`config.mk`:
```
export PLATFORM = sky130hd
export DESIGN_NAME = tmds_dc_balance_flat
export DESIGN_NICKNAME = d
export VERILOG_FILES = /design/src/rtl/tmds_dc_balance_if.sv /design/src/rtl/tmds_dc_balance.sv /design/src/flat_wrapper.sv
export SDC_FILE = /design/constraint.sdc
export NUM_CORES = 1
export LEC_CHECK = 0
export ABC_CLOCK_PERIOD_IN_PS = 2500
export BUFFER_PORTS_ARGS = -buffer_cell sky130_fd_sc_hd__buf_2
export CORE_ASPECT_RATIO = 0.8
export CORE_MARGIN = 10
export CORE_UTILIZATION = 57
export CTS_BUF_LIST = sky130_fd_sc_hd__clkbuf_16
export DETAILED_ROUTE_END_ITERATION = 7
export GPL_ROUTABILITY_DRIVEN = 0
export GPL_TIMING_DRIVEN = 0
export HOLD_SLACK_MARGIN = 0.02
export PLACE_DENSITY = 0.79
export REMOVE_ABC_BUFFERS = 1
export SETUP_SLACK_MARGIN = 0.2
export SLEW_MARGIN = 20
export SYNTH_ARGS = -nofsm -noshare
export SYNTH_HDL_FRONTEND = slang
export SYNTH_SLANG_ARGS = --single-unit
```
`constraint.sdc`:
```
create_clock -name clk_in -period 2.5 [get_ports clk_in]
set_input_delay 0.5 -clock clk_in [delete_from_list [all_inputs] [get_ports clk_in]]
set_output_delay 0.5 -clock clk_in [all_outputs]
set_load 0.03 [all_outputs]
```
`src/rtl/tmds_dc_balance_if.sv`:
```
// rtl/tmds_dc_balance_if.sv - per-channel q_m in / TMDS symbol out bundle
interface tmds_dc_balance_if;
  logic [8:0]        q_m_in;
  logic              ve_in;
  logic [1:0]        ctrl_in;
  logic [9:0]        tmds_out;
  logic signed [4:0] tally_out;

  modport master (
    output q_m_in, ve_in, ctrl_in,
    input  tmds_out, tally_out
  );

  modport slave (
    input  q_m_in, ve_in, ctrl_in,
    output tmds_out, tally_out
  );
endinterface

```
`src/rtl/tmds_dc_balance.sv`:
```
// rtl/tmds_dc_balance.sv - TMDS DC-balance stage with running disparity tally
module tmds_dc_balance (
  input logic               clk_in,
  input logic               rst_in_n,
  tmds_dc_balance_if.slave  bus
);

  logic [3:0]        n1;
  logic signed [4:0] n1_s;
  logic signed [4:0] n0_s;
  logic signed [4:0] two_q8;
  logic signed [4:0] two_nq8;
  logic signed [4:0] tally;
  logic signed [4:0] tally_next;
  logic [9:0]        tmds_q;
  logic [9:0]        tmds_next;
  logic              q8;

  assign q8 = bus.q_m_in[8];

  always_comb begin
    n1 = 4'd0;
    for (int i = 0; i < 8; i++) begin
      n1 = n1 + {3'b000, bus.q_m_in[i]};
    end
  end

  assign n1_s    = $signed({1'b0, n1});
  assign n0_s    = 5'sd8 - n1_s;
  assign two_q8  = $signed({3'b000, q8, 1'b0});
  assign two_nq8 = $signed({3'b000, ~q8, 1'b0});

  // Each branch adds the disparity of the symbol it emits, keeping tally in -10..+10.
  always_comb begin
    tmds_next  = 10'b0;
    tally_next = tally;
    if (!bus.ve_in) begin
      tally_next = 5'sd0;
      case (bus.ctrl_in)
        2'b00:   tmds_next = 10'b1101010100;
        2'b01:   tmds_next = 10'b0010101011;
        2'b10:   tmds_next = 10'b0101010100;
        default: tmds_next = 10'b1010101011;
      endcase
    end else if (tally == 5'sd0 || n1_s == n0_s) begin
      tmds_next  = {~q8, q8, q8 ? bus.q_m_in[7:0] : ~bus.q_m_in[7:0]};
      tally_next = q8 ? tally + (n1_s - n0_s) : tally + (n0_s - n1_s);
    end else if ((tally > 5'sd0 && n1_s > n0_s) || (tally < 5'sd0 && n0_s > n1_s)) begin
      tmds_next  = {1'b1, q8, ~bus.q_m_in[7:0]};
      tally_next = tally + two_q8 + (n0_s - n1_s);
    end else begin
      tmds_next  = {1'b0, q8, bus.q_m_in[7:0]};
      tally_next = tally - two_nq8 + (n1_s - n0_s);
    end
  end

  always_ff @(posedge clk_in or negedge rst_in_n) begin
    if (!rst_in_n) begin
      tmds_q <= 10'b0;
      tally  <= 5'sd0;
    end else begin
      tmds_q <= tmds_next;
      tally  <= tally_next;
    end
  end

  assign bus.tmds_out  = tmds_q;
  assign bus.tally_out = tally;

endmodule

```
`src/flat_wrapper.sv`:
```
// flat-port wrapper written by rule: the top's interface ports become plain ports
module tmds_dc_balance_flat 
  (clk_in, rst_in_n, bus_q_m_in, bus_ve_in, bus_ctrl_in, bus_tmds_out, bus_tally_out);
  tmds_dc_balance_if bus_i ();
  input logic clk_in;
  input logic rst_in_n;
  input wire logic [$bits(bus_i.q_m_in)-1:0] bus_q_m_in;
  input wire logic [$bits(bus_i.ve_in)-1:0] bus_ve_in;
  input wire logic [$bits(bus_i.ctrl_in)-1:0] bus_ctrl_in;
  output wire logic [$bits(bus_i.tmds_out)-1:0] bus_tmds_out;
  output wire logic [$bits(bus_i.tally_out)-1:0] bus_tally_out;
  assign bus_i.q_m_in = bus_q_m_in;
  assign bus_i.ve_in = bus_ve_in;
  assign bus_i.ctrl_in = bus_ctrl_in;
  assign bus_tmds_out = bus_i.tmds_out;
  assign bus_tally_out = bus_i.tally_out;
  tmds_dc_balance u_core (.clk_in(clk_in), .rst_in_n(rst_in_n), .bus(bus_i));
endmodule
```
==> results by group, run 1 <==
Synth
  – Fraction of registers with async set/reset: 1.00
  – Cell count after synthesis: 187
  – Largest family of logic cells by synthesized area: adder cells
  – Compound-gate portion of the synthesized area: 0.180
  – Netlist cell types: 48
  – Post-synthesis xor/xnor area fraction: 0.0850
  – Multiplexer share of the synthesized area: 0.0403
  – #FFs+latches synth: 15
  – Post-synthesis average cell area: 9.13 um2
  – Dominant register cell in the synthesized netlist: sky130_fd_sc_hd__dfrtp_1
  – Combined area of all synthesized cells: 1710 um2
  – Fraction of the mapped netlist area in adder cells: 0.262
  – Number of synthesized flops with an enable pin: 0
  – Simple-gate share of the synthesized area: 0.129
  – Yosys warning total: 0
  – Sequential cell area fraction in the yosys report: 0.220

GRT
  – Global routing usage on met1: 0.200
  – M3 GR Usage: 0.0271
  – Initial antenna violation count: 0
  – Overall Global Routing Usage: 0.172
  – Grt total ovfl: 0
  – First-pass GRT wire length: 7670 um
  – Busiest grt layer: met2
  – Met2 global-route usage: 0.313
  – Number of global-route vias before repair: 1613
  – Largest net degree at the start of global routing: 27

Worst setup path
  – Sort of element at the start of the critical path: input port
  – Start point of the critical path: bus_q_m_in[1]
  – Critical Path AT: 5.22 ns
  – Crit path cell chain: buf_8, ha_4, inv_2, fa_1, fa_1, fa_2, fa_2, and2_4, inv_4, ha_4, buf_4, buf_6, o21ai_0, a22oi_1, ha_1, inv_1, ha_1, a21oi_1, xnor2_1, o31ai_1, a221oi_2
  – Req. time, crit path: 2.59 ns
  – Largest stage delay, worst path: 0.61 ns
  – Crit end category: register
  – Startpoint of the worst register-to-register path: u_core.bus.tally_out[1]
  – Crit Path Category: input port to register
  – CP Max Fanout: 6
  – Critical-path cell with the highest stage delay: sky130_fd_sc_hd__fa_2

Final layout
  – Commonest cells after routing, fill and taps aside: sky130_fd_sc_hd__inv_1 (26), sky130_fd_sc_hd__buf_2 (26), sky130_fd_sc_hd__ha_1 (20)
  – Layout-stage area growth over the synthesis result: 36.4%
  – Total Nets Final: 284
  – Antenna Cells: 0
  – Share of post-route cells with drive strength above 1: 0.387
  – Total non-filler cell area in the finished layout: 2330 um2
  – Final standard cell count with taps included and fillers excluded: 276

Placed design
  – Detailed-placement wirelength estimate: 3190 um
  – Placement Cell Area: 1860 um2
  – Number of placed cells counting well taps: 247
  – Quantity of I/O buffers inserted on ports: 28

Run status
  – Result of the run: finished, violations left
  – Violations in the final reports: setup timing

Timing
  – Least setup slack across all paths after layout: -2.63 ns
  – RSZ-0062 raised after global routing: true
  – Slew headroom: 0.369
  – Tmin final: 5.13 ns
  – Max-slew violation count: 0
  – Upper clock frequency limit: 195 MHz
  – Post-route fraction of the period consumed by the critical path: 2.05
  – Worst clock skew: 0.00576 ns
  – Hold Fails Final Rpt: 0
  – Number of endpoints failing setup at the final stage: 13
  – Actual transition at the worst max-transition pin: 0.939 ns

Power and ir drop
  – Pwr/cell area: 1610 nW/um2
  – Max IR drop VDD: 1.02 mV
  – Static leakage: 1.14 nW

Floorplan
  – Number of placement rows: 17
  – Die width: 81.2 um
  – I/O pin total: 29
  – Floorplan core area: 2810 um2
  – DIE HEIGHT: 68.9 um
  – Effective utilization at floorplan: 0.608
  – Die footprint: 5600 um2

Detailed routing
  – Post-DR wirelength/cell: 19.3 um
  – Initial DRC count: 197
  – Post-detailed-route via-to-cell ratio: 6.07
  – Routed Wire Length: 5320 um
  – Final antenna-violating net count: 0
  – First-pass iteration count of the detailed router: 4
  – Post-route DRC violation count: 0
  – Via count: 1674

Clocking
  – # clock sinks: 15
  – Clock latency reported for the late side of the worst-skew pair: 0.24 ns
  – Clock-pin slew on the worst setup and hold paths: 0.05 ns
  – Hold Buf Count CTS: 0
  – Cell at the root of the clock tree: sky130_fd_sc_hd__clkbuf_16
  – CTS H-Tree Depth: 1
  – Number of buffers on the longest clock path: 2
  – TritonCTS clock tree: yes
  – Number of clock buffers inserted by TritonCTS: 3

Hold path
  – Type of the tightest min-delay check: input port to async pin

Run
  – Max-capacitance violation count: 0
[synth_stat cells (3+ instances only)]
cell / number / area, um2
sky130_fd_sc_hd__nor2_1: 5 / 18.8
sky130_fd_sc_hd__o21ai_0: 3 / 15.0
sky130_fd_sc_hd__nor2b_1: 10 / 62.6
sky130_fd_sc_hd__mux2i_1: 4 / 40.0
sky130_fd_sc_hd__dfrtp_1: 15 / 375
sky130_fd_sc_hd__a211oi_1: 5 / 37.5
sky130_fd_sc_hd__ha_1: 23 / 288
sky130_fd_sc_hd__a21oi_1: 10 / 50.1
sky130_fd_sc_hd__xnor2_1: 9 / 78.8
sky130_fd_sc_hd__nand2_1: 14 / 52.6
sky130_fd_sc_hd__fa_1: 8 / 160
sky130_fd_sc_hd__a21o_1: 3 / 22.5
sky130_fd_sc_hd__inv_1: 29 / 109
sky130_fd_sc_hd__clkbuf_1: 5 / 18.8
sky130_fd_sc_hd__o211ai_1: 4 / 30.0
sky130_fd_sc_hd__xor2_1: 3 / 26.3
[layout make-up]
| type | count | area, um2 |
|---|---|---|
| Clock inverter | 1 | 3.75 |
| Tap cell | 38 | 47.5 |
| Timing Repair Buffer | 52 | 370 |
| Inverter | 30 | 118 |
| Sequential cell | 15 | 375 |
| Fill cell | 153 | 480 |
| Multi-Input combinational cell | 137 | 1340 |
| Clock buffer | 3 | 75.1 |
[worst max-delay path: cells and delay by family]
family                     cells  cell delay, ns
AOI/OAI and AO/OA              5            0.93
buffers and inverters          6            0.47
adders and majority gates      8            3.00
xor gates and xnor gates       1            0.13
and+or+nand+nor                1            0.17
[per-layer routing]
| metal | vias to the layer above | part of all wire |
|---|---|---|
| met5 | - | 0 |
| met4 | 0 | 0.044 |
| met3 | 29 | 0.099 |
| met2 | 113 | 0.48 |
| met1 | 795 | 0.38 |
| li1 | 737 | - |
[per-stage QoR]
step                 util  setup slack [ns]  power [mW]  setup TNS (ns)  hold slack (ns)
floorplan               -             -2.80        2.08          -27.57            0.204
global placement    0.664             -3.23        2.45          -33.47            0.407
detailed placement  0.664             -3.35        2.56          -35.24            0.412
CTS                 0.775             -2.59        3.21          -26.61            0.163
global route        0.829             -2.76        4.00          -30.62            0.183
finish              0.829             -2.63        3.75          -29.29            0.155
[kinds of logic (layout without fill, tap and decap cells)]
logic type / count (synthesis) / after routing
XOR/XNOR: 14 / 14
AO/OA/AOI/OAI: 42 / 42
flip-flops: 15 / 15
AND/OR/NAND/NOR: 43 / 44
adder cells (fa/ha/maj): 31 / 31
buffers and inverters: 36 / 86
multiplexers: 6 / 6
[where the power goes]
group	internal [mW]	leakage [nW]	switching, mW	total (mW)
Combinational	1.41	0.916	1.64	3.05
Clock	0.211	0.0423	0.0872	0.298
Sequential	0.333	0.181	0.0679	0.401
Total	1.96	1.14	1.79	3.75
[registers in the layout, summed over array words and instances (netlist names)]
signal	cells
u_core.bus.tmds_out	10
u_core.bus.tally_out	5
[final timing paths]
check | to | slack [ns] | depth (start not counted)
max in group asynchronous | u_core.bus.tmds_out[2] | 2.09 | 1
worst min register to register | u_core.bus.tally_out[0] | 0.59 | 1
worst min-delay path | u_core.bus.tally_out[3] | 0.15 | 1
worst max register to register | u_core.bus.tally_out[4] | 0.20 | 7
worst max-delay path | u_core.bus.tally_out[4] | -2.63 | 21
min in group clk_in | u_core.bus.tally_out[0] | 0.59 | 1
[timing repair]
action,4_1_cts,5_1_grt
cloned,1,0
buffers inserted,13,11
pin swaps,6,9
setup endpoints to repair,13,13
resized for setup,33,16
(Power assumes the default switching activity.)
==> inputs of run 2 (changes only) <==
--- a/config.mk
+++ b/config.mk
@@ -5,6 +5,7 @@
 export SDC_FILE = /design/constraint.sdc
 export NUM_CORES = 1
 export LEC_CHECK = 0
+export ABC_AREA = 1
 export ABC_CLOCK_PERIOD_IN_PS = 2500
 export BUFFER_PORTS_ARGS = -buffer_cell sky130_fd_sc_hd__buf_2
 export CORE_ASPECT_RATIO = 0.8
@@ -15,7 +16,7 @@
 export GPL_ROUTABILITY_DRIVEN = 0
 export GPL_TIMING_DRIVEN = 0
 export HOLD_SLACK_MARGIN = 0.02
-export PLACE_DENSITY = 0.79
+export PLACE_DENSITY = 0.85
 export REMOVE_ABC_BUFFERS = 1
 export SETUP_SLACK_MARGIN = 0.2
 export SLEW_MARGIN = 20
==> results by group, run 2 <==
Detailed routing
  – Via count: 1754 (+4.8%)
  – First-pass iteration count of the detailed router: 4 (unchanged)
  – Post-route DRC violation count: 0 (unchanged)
  – Final antenna-violating net count: 0 (unchanged)
  – Initial DRC count: 169 (-14%)
  – Post-detailed-route via-to-cell ratio: 5.68 (-6.4%)
  – Post-DR wirelength/cell: 17.5 um (-9.2%)
  – Routed Wire Length: 5410 um (+1.6%)

GRT
  – Overall Global Routing Usage: 0.170 (-0.00224)
  – Grt total ovfl: 0 (unchanged)
  – Initial antenna violation count: 0 (unchanged)
  – Number of global-route vias before repair: 1670 (+3.5%)
  – First-pass GRT wire length: 7800 um (+1.7%)
  – Largest net degree at the start of global routing: 16 (-41%)

Synth
  – Cell count after synthesis: 225 (+20%)
  – Dominant register cell in the synthesized netlist: sky130_fd_sc_hd__dfrtp_1
  – Fraction of registers with async set/reset: 1.00 (unchanged)
  – Post-synthesis average cell area: 7.76 um2 (-15%)
  – Synth top area share: 0.215 (-0.00489)
  – Dominant cell type by area after synthesis: sky130_fd_sc_hd__dfrtp_1
  – Netlist cell types: 25 (-48%)
  – Yosys warning total: 0 (unchanged)
  – Area contributors post-synth: sky130_fd_sc_hd__dfrtp_1 (22%), sky130_fd_sc_hd__ha_1 (16%), sky130_fd_sc_hd__nand3_1 (11%), sky130_fd_sc_hd__nand2_1 (9.9%), sky130_fd_sc_hd__fa_1 (9.2%)
  – Number of synthesized flops with an enable pin: 0 (unchanged)
  – Sequential cell area fraction in the yosys report: 0.215 (-0.00489)
  – #FFs+latches synth: 15 (unchanged)
  – Cell with the most instances after synthesis: sky130_fd_sc_hd__nand2_1
  – Top post-synthesis cells by count: sky130_fd_sc_hd__nand2_1 (46), sky130_fd_sc_hd__inv_1 (41), sky130_fd_sc_hd__nand3_1 (37), sky130_fd_sc_hd__ha_1 (23), sky130_fd_sc_hd__dfrtp_1 (15)
  – Combined area of all synthesized cells: 1750 um2 (+2.3%)

Worst setup path
  – Req. time, crit path: 2.67 ns (+0.08 ns)
  – Path depth of the worst reg2reg path: 10 (+3)
  – Start point of the critical path: bus_q_m_in[1]
  – Worst setup slack for register-to-register paths: 0.31 ns (+0.11 ns)
  – RR Endpoint: u_core.bus.tally_out[4]
  – CP Max Fanout: 3 (-3)
  – Critical-path cell with the highest stage delay: sky130_fd_sc_hd__fa_2
  – Critical Path AT: 5.01 ns (-0.21 ns)
  – Sort of element at the start of the critical path: input port
  – Crit path cell chain: buf_8, ha_4, inv_2, fa_1, fa_1, fa_2, fa_2, nand2_4, ha_4, inv_2, nand3_4, nand2_8, xnor2_4, ha_4, ha_4, inv_2, fa_2, xor2_2, nand3b_1, nand3_1, nand2_1, nand2_1, nor2_1
  – Startpoint of the worst register-to-register path: u_core.bus.tally_out[1]
  – Crit Path Category: input port to register
  – Largest stage delay, worst path: 0.58 ns (-0.03 ns)
  – Endpoint of the most critical setup path: u_core.bus.tally_out[4]
  – Crit end category: register
  – Most common cell type on the critical path: sky130_fd_sc_hd__ha_4

Clocking
  – CTS H-Tree Depth: 1 (unchanged)
  – Clock latency reported for the late side of the worst-skew pair: 0.24 ns (about the same)
  – # clock sinks: 15 (unchanged)
  – Cell at the root of the clock tree: sky130_fd_sc_hd__clkbuf_16
  – Number of buffers on the longest clock path: 2 (unchanged)
  – Number of clock buffers inserted by TritonCTS: 3 (unchanged)
  – Clock-pin slew on the worst setup and hold paths: 0.05 ns (about the same)
  – Hold Buf Count CTS: 0 (unchanged)
  – TritonCTS clock tree: yes

Run
  – Max-capacitance violation count: 0 (unchanged)

Timing
  – Post-route fraction of the period consumed by the critical path: 1.93 (-0.120)
  – Number of endpoints failing setup at the final stage: 13 (unchanged)
  – Max-slew violation count: 0 (unchanged)
  – Least setup slack across all paths after layout: -2.34 ns (+0.299 ns)
  – Hold slack: 0.146 ns (-0.00837 ns)
  – Hold Fails Final Rpt: 0 (unchanged)
  – Tmin final: 4.84 ns (-0.299 ns)
  – RSZ-0062 raised after global routing: true
  – Slew headroom: 0.557 (+0.188)
  – Actual transition at the worst max-transition pin: 0.657 ns (-0.282 ns)
  – Worst clock skew: 0.00107 ns (-0.00468 ns)
  – Upper clock frequency limit: 207 MHz (+6.2%)

Final layout
  – End-of-flow core utilization: 0.845 (+0.0166)
  – Antenna Cells: 0 (unchanged)
  – Layout-stage area growth over the synthesis result: 38.1%
  – Share of post-route cells with drive strength above 1: 0.373 (-0.0139)
  – Total Nets Final: 317 (+12%)
  – Flip-flop count of the largest register after layout: 10 (unchanged)
  – Fill cell instance count of the final layout: 154 (+0.65%)
  – Most common cell after layout, fill and taps aside: sky130_fd_sc_hd__nand2_1
  – Commonest cells after routing, fill and taps aside: sky130_fd_sc_hd__nand2_1 (41), sky130_fd_sc_hd__inv_1 (35), sky130_fd_sc_hd__nand3_1 (30)

Floorplan
  – Die footprint: 5690 um2 (+1.7%)
  – Effective utilization at floorplan: 0.612 (+0.00454)
  – DIE HEIGHT: 69.5 um (+0.81%)
  – Die width: 81.9 um (+0.86%)
  – I/O pin total: 29 (unchanged)
  – Floorplan core area: 2850 um2 (+1.5%)
  – Number of placement rows: 17 (unchanged)

Run status
  – Result of the run: finished, violations left
  – Violations in the final reports: setup timing

Hold path
  – Type of the tightest min-delay check: input port to async pin

Placed design
  – Quantity of I/O buffers inserted on ports: 28 (unchanged)
  – Detailed-placement wirelength estimate: 3170 um (-0.77%)
  – Place WS: -2.96 ns (+0.392 ns)
==> run 2: repair_timing <==
item,CTS,global route
endpoints found under the setup margin,13,13
cloned,0,0
gates resized for setup,43,17
pin swaps,28,19
buffers inserted,10,5
hold endpoints to repair,0,0
==> run 2: cell type report <==
class,count,area (um2),share of cell area
clock buffer,3,75.1,0.0312
clock inverter,1,5.00,0.00208
inverter,44,173,0.0717
multi-input combinational,165,1430,0.595
sequential,15,375,0.156
tap,38,47.5,0.0197
timing repair buffer,43,300,0.125
==> run 2: per-layer routing <==
layer / part of all wire / vias up / global-route usage
met5: 0 / - / 0
met4: 0.046 / 0 / 0.0693
met3: 0.083 / 28 / 0.0284
met2: 0.50 / 89 / 0.286
met1: 0.37 / 825 / 0.205
li1: - / 812 / -
==> run 2: critical path, delay by kind of cell <==
family,cells,cell delay [ns]
buffers and inverters,4,0.21
XOR/XNOR,2,0.37
AND/OR/NAND/NOR,8,0.75
adder cells (fa/ha/maj),9,3.20
==> run 2: worst min path at each step <==
| stage | endpoint | cells after the start | start | slack [ns] |
|---|---|---|---|---|
| after floorplan | u_core.bus.tally_out[0] | 0 | rst_in_n | 0.20 |
| after detailed placement | u_core.bus.tally_out[0] | 1 | rst_in_n | 0.41 |
| after global placement | u_core.bus.tally_out[1] | 1 | rst_in_n | 0.41 |
| final | u_core.bus.tally_out[2] | 1 | rst_in_n | 0.15 |
| after CTS | u_core.bus.tally_out[4] | 1 | rst_in_n | 0.16 |
| after global routing | u_core.bus.tmds_out[6] | 1 | rst_in_n | 0.18 |
==> run 2: cell families after synthesis <==
kind of cell	after synthesis	synth area share
AO/OA/AOI/OAI	19	0.0559
XOR/XNOR	7	0.0351
adder cells (fa/ha/maj)	31	0.257
buffers and inverters	45	0.105
flip-flops	15	0.215
AND/OR/NAND/NOR	108	0.332
==> run 2: per-stage QoR <==
stage	TNS [ns]	cells	area [um2]
floorplan	-22.73	224	1730
global placement	-27.85	290	1920
detailed placement	-28.50	290	1920
CTS	-22.35	304	2300
global route	-25.35	309	2410
finish	-23.86	309	2410
Power of run 2 is left out: the tool's default activity adds up to more than one toggle a clock period on the data nets, which glitch-free logic cannot reach.
